### config.mk
export PLATFORM = sky130hd
export DESIGN_NAME = fetch_decode_queue
export DESIGN_NICKNAME = d
export VERILOG_FILES = /design/src/rtl/fetch_decode_queue.sv
export SDC_FILE = /design/constraint.sdc
export NUM_CORES = 1
export LEC_CHECK = 0
export BUFFER_PORTS_ARGS = -buffer_cell sky130_fd_sc_hd__buf_2
export CAP_MARGIN = 10
export CORE_ASPECT_RATIO = 0.75
export CORE_UTILIZATION = 55
export DETAILED_ROUTE_END_ITERATION = 16
export PLACE_DENSITY = 0.77
export SYNTH_ARGS = -nofsm -noshare
export SYNTH_HDL_FRONTEND = slang
export SYNTH_SLANG_ARGS = --single-unit
### constraint.sdc
create_clock -name clk -period 8 [get_ports clk]
set_clock_uncertainty 0.05 [all_clocks]
set_input_delay 0.4 -clock clk [delete_from_list [all_inputs] [get_ports clk]]
set_output_delay 0.4 -clock clk [all_outputs]
set_load 0.1 [all_outputs]
### src/rtl/fetch_decode_queue.sv
// ---------------------------------------------------------------------------
// fetch_decode_queue
//
// Instruction queue between fetch and decode. Valid {pc, instr} pairs from
// the fetch stage are captured into a small circular FIFO. The oldest pair is
// presented to decode under a valid/ready handshake. The block asserts the
// fetch stall when the queue is full, and a taken-branch flush discards
// everything queued.
//
// Parameters:
//   DEPTH  number of entries (power of two, 2..16)
//   NOP    instruction word driven to decode while the queue is empty
//
// Ports:
//   clk          clock; all state updates on posedge
//   reset        synchronous active-low reset
//   fetch_valid  fetch_pc/fetch_instr form a valid pair this cycle
//   fetch_pc     PC of the fetched instruction
//   fetch_instr  instruction word read at fetch_pc
//   flush        taken branch resolved this cycle; kill queue contents
//   dec_ready    decode accepts the head entry this cycle
//   dec_valid    head entry is valid
//   dec_pc       PC of the head entry (0 when empty)
//   dec_instr    instruction of the head entry (NOP when empty)
//   stallF       queue full; fetch must hold its PC
//   occupancy    number of valid entries
//
// Handshake: a head entry transfers to decode on a rising edge where
// dec_valid && dec_ready && !flush. While dec_valid=1 and dec_ready=0 the
// dec_* outputs hold steady, unless a flush empties the queue. Fetch has no
// ready input. It must watch stallF, and any pair offered while stallF=1 or
// flush=1 is dropped.
// ---------------------------------------------------------------------------
module fetch_decode_queue #(
  parameter int          DEPTH = 4,
  parameter logic [31:0] NOP   = 32'h00000013
) (
  input  logic                       clk,
  input  logic                       reset,
  input  logic                       fetch_valid,
  input  logic [31:0]                fetch_pc,
  input  logic [31:0]                fetch_instr,
  input  logic                       flush,
  input  logic                       dec_ready,
  output logic                       dec_valid,
  output logic [31:0]                dec_pc,
  output logic [31:0]                dec_instr,
  output logic                       stallF,
  output logic [$clog2(DEPTH):0]     occupancy
);

  localparam int PW = $clog2(DEPTH);
  localparam int CW = PW + 1;
  localparam logic [CW-1:0] FULL_COUNT = CW'(DEPTH);

  // Storage: {pc, instr} per entry. The array is not reset; the pointers and
  // the count alone decide which entries are meaningful.
  logic [63:0]   mem [DEPTH];
  logic [PW-1:0] head;
  logic [PW-1:0] tail;
  logic [CW-1:0] count;

  logic full;
  logic empty;
  logic push;
  logic pop;

  assign full  = (count == FULL_COUNT);
  assign empty = (count == '0);

  // A full queue refuses a push even when the head pops in the same cycle.
  // This keeps stallF a pure function of the count register.
  assign push = fetch_valid & ~full & ~flush;
  assign pop  = dec_valid & dec_ready & ~flush;

  // Pointer and count state. Reset and flush both empty the queue. Reset
  // comes first so that it also overrides flush.
  always_ff @(posedge clk) begin
    if (!reset) begin
      head  <= '0;
      tail  <= '0;
      count <= '0;
    end else if (flush) begin
      head  <= '0;
      tail  <= '0;
      count <= '0;
    end else begin
      // DEPTH is a power of two, so the natural pointer overflow gives the
      // modulo-DEPTH wrap.
      if (push) tail <= tail + PW'(1);
      if (pop)  head <= head + PW'(1);
      case ({push, pop})
        2'b10:   count <= count + CW'(1);
        2'b01:   count <= count - CW'(1);
        default: count <= count;
      endcase
    end
  end

  // Entry write. Reset is not checked here. A push during reset writes a slot
  // that the cleared count makes invisible.
  always_ff @(posedge clk) begin
    if (push) begin
      mem[tail] <= {fetch_pc, fetch_instr};
    end
  end

  // Head presentation is read combinationally from the array. Outputs are
  // forced to 0/NOP when empty, so decode never sees stale storage.
  logic [63:0] head_entry;
  assign head_entry = mem[head];

  always_comb begin
    dec_valid = ~empty;
    dec_pc    = 32'h0;
    dec_instr = NOP;
    if (!empty) begin
      dec_pc    = head_entry[63:32];
      dec_instr = head_entry[31:0];
    end
  end

  assign stallF    = full;
  assign occupancy = count;

endmodule

==> impl_metrics.yaml <==
place:
  dp_hpwl_mm: 10.1
  gp_congestion: 0.734
  dp_cells: 820
  numPortBuffers: 137
floorplan:
  rows: 42
  fp.dieW_um: 159
  die_h_um: 120
  dieArea_um2: 19200
  ios: 138
  start_util_pct: 57.1
  coreArea_um2: 17900
global_route:
  antenna_found_initial: 0
  grt_pass1_wl_mm: 27.8
  track_usage_pct: 19.4
  grt_max_degree: 65
  grt_overflow: 0
  grt_pass1_vias: 5136
outcome:
  status: "completed"
final_layout:
  antenna_cells: 0
  area_growth_pct: 15.9
  instances_no_fill: 865
  fin_util_pct: 66.2
  nNetsFinal: 680
  drive_above_1_share_pct: 40.0
  final_cell_mix: "edfxtp_1 (256), buf_2 (137), mux4_2 (64)"
  fill_cells: 1203
  final_common_cell: "edfxtp_1"
timing:
  setup_viol: 0
  tns_ps: 0
  fin_crit_ps: 3540
  fmax_ghz: 0.283
  tightest_slew_ps: 1030
  holdWs_ps: 54.6
  relSlewSlack_pct: 31.5
  finalCritPeriodShare_pct: 44.2
  hold_viol: 0
  rsz0062_at_grt: "no"
  drv_slew: 0
cts:
  cts_tree: "built"
  hold_buffers: 0
  cts_resized: 0
  cts_max_level: 1
  cts_made_buffers: 25
  cts_setup_buffers: 0
  path_clk_slew_ps: 60
  cts_max_path_buffers: 3
  clock-sinks: 265
  clk_latency_ps: 500
  cts_root_buffer: "clkbuf_16"
yosys:
  netlist_area_um2: 10200
  ys_types: 31
  ys_seq_area_share_pct: 76.9
  postSynthCellCount: 462
  ys_top_cells_by_area: "edfxtp_1 (75%), mux4_2 (14%), and2_1 (3.7%), dfxtp_1 (1.8%), buf_12 (1.2%)"
  synth_edf_count: 256
  synth_flop_cell: "edfxtp_1"
  async_flop_share_pct: 0
  syn-num-nets: 537
  avgSynthCellArea_um2: 22.1
  synth_top_area_share_pct: 75.1
  synth_seq_cells: 265
  yosysTopAreaCell: "edfxtp_1"
  synth.yosys.warnings: 0
critical_path:
  crit_path_cell_trace: "buf_4 -> mux4_2 -> or2_1 -> buf_2"
  crit-reg2reg-launch: "occupancy[2]$_SDFFE_PP0P_"
  required_ps: 7550
  endpoint_kind: "output pin"
  r2r_slack_ps: 5440
  cpMaxStageDelayCell: "buf_4"
  arrival_ps: 3090
  max_stage_delay_ps: 790
  worstPathMaxFanout: 45
  crit_path_start_kind: "flip-flop"
  r2r_end: "occupancy[2]$_SDFFE_PP0P_"
  reg2regPathDepth: 9
  criticalPathCategory: "reg2out"
hold_path:
  hold_depth: 1
  hold_path_class: "in2reg"
  hp-start: "fetch_pc[26]"
  min_to: "mem[1][58]$_DFFE_PP_"
drt:
  routedWlPerCell_um: 21.1
  first_pass_iters: 4
  drt-total-wl_mm: 18.2
  ant_nets: 0
  drt_iter0_drc: 347
  vias: 4900
  vias_per_cell: 5.66
  drc: 0
pwr:
  power_density_nw_per_um2: 243
  ir_drop_mv: 0.132
  p_leak_nw: 4.07
flow_run:
  max-cap-violations: 0
==> final cells by class <==
class                      instances  area (um2)  share of cell area (%)
clock buffer                      32         662                    5.58
timing repair buffer             138         693                    5.85
inverter                           8        30.0                   0.253
multi-input combinational        167        2150                    18.1
clock inverter                    13         146                    1.23
tap                              242         303                    2.55
sequential                       265        7880                    66.4
==> Yosys cell counts (all sizes together) (2+ instances only) <==
master and instances:
ha 5, and3 4, edfxtp 256, a21oi 4
nor2b 2, o31ai 2, inv 8, and2 62
or2 3, mux4 64, buf 14, nor2 6
o21ai 2, or3 2, dfxtp 9, xor2 3
clkbuf 8
==> through the flow <==
stage	power [W]	setup WS, ps	area [um2]
6_report	0.00288	4460	11900
3_3_place_gp	0.00174	4890	11100
5_1_grt	0.00296	4210	11900
2_1_floorplan	0.00170	4380	10200
4_1_cts	0.00290	4350	11900
3_5_place_dp	0.00175	4890	11100
==> registers in the layout (all words and copies together) (netlist names), named ones only <==
| name | flops |
|---|---|
| mem | 256 |
| occupancy | 3 |
| head | 2 |
| tail | 2 |
==> worst max-delay path, delay by kind of cell (launching register included) <==
kind	cells	cell delay (ps)
and+or+nand+nor	1	250
buffers and inverters	2	1090
DFF	1	610
muxes	1	600
==> power breakdown <==
group	internal, W	total (W)	leakage (nW)	switching [W]
combinational	0.0000438	0.000172	1.28	0.000128
clock	0.000683	0.00116	0.392	0.000475
sequential	0.00154	0.00155	2.40	0.00000571
==> cells by family after synthesis <==
family	synth area share [%]
fa+ha+maj	0.807
flops	76.9
xor+xnor	0.257
buf+inv	2.29
mux	14.1
compound gates	0.563
simple gates	5.10
==> routing by layer <==
layer,wire length [um],global-route usage (%),part of all wire [%],vias up
li1,-,-,-,2148
met1,7870,27.0,43,2553
met2,8940,31.6,49,177
met3,1150,4.32,6.3,22
met4,261,4.63,1.4,0
met5,0,0,0,-
==> worst max path at each step <==
stage                                    startpoint           end  slack (ps)  depth (start not counted)
after global routing                      flip-flop  dec_instr[4]        4210                          4
after detailed placement                  flip-flop  dec_instr[4]        4890                          4
after CTS                                 flip-flop  dec_instr[4]        4350                          4
after floorplan           occupancy[0]$_SDFFE_PP0P_    dec_pc[22]        4380                          4
after global placement                    flip-flop  dec_instr[4]        4890                          4
final                                     flip-flop  dec_instr[4]        4460                          4
No activity file was read; power rests on OpenSTA's default activity.
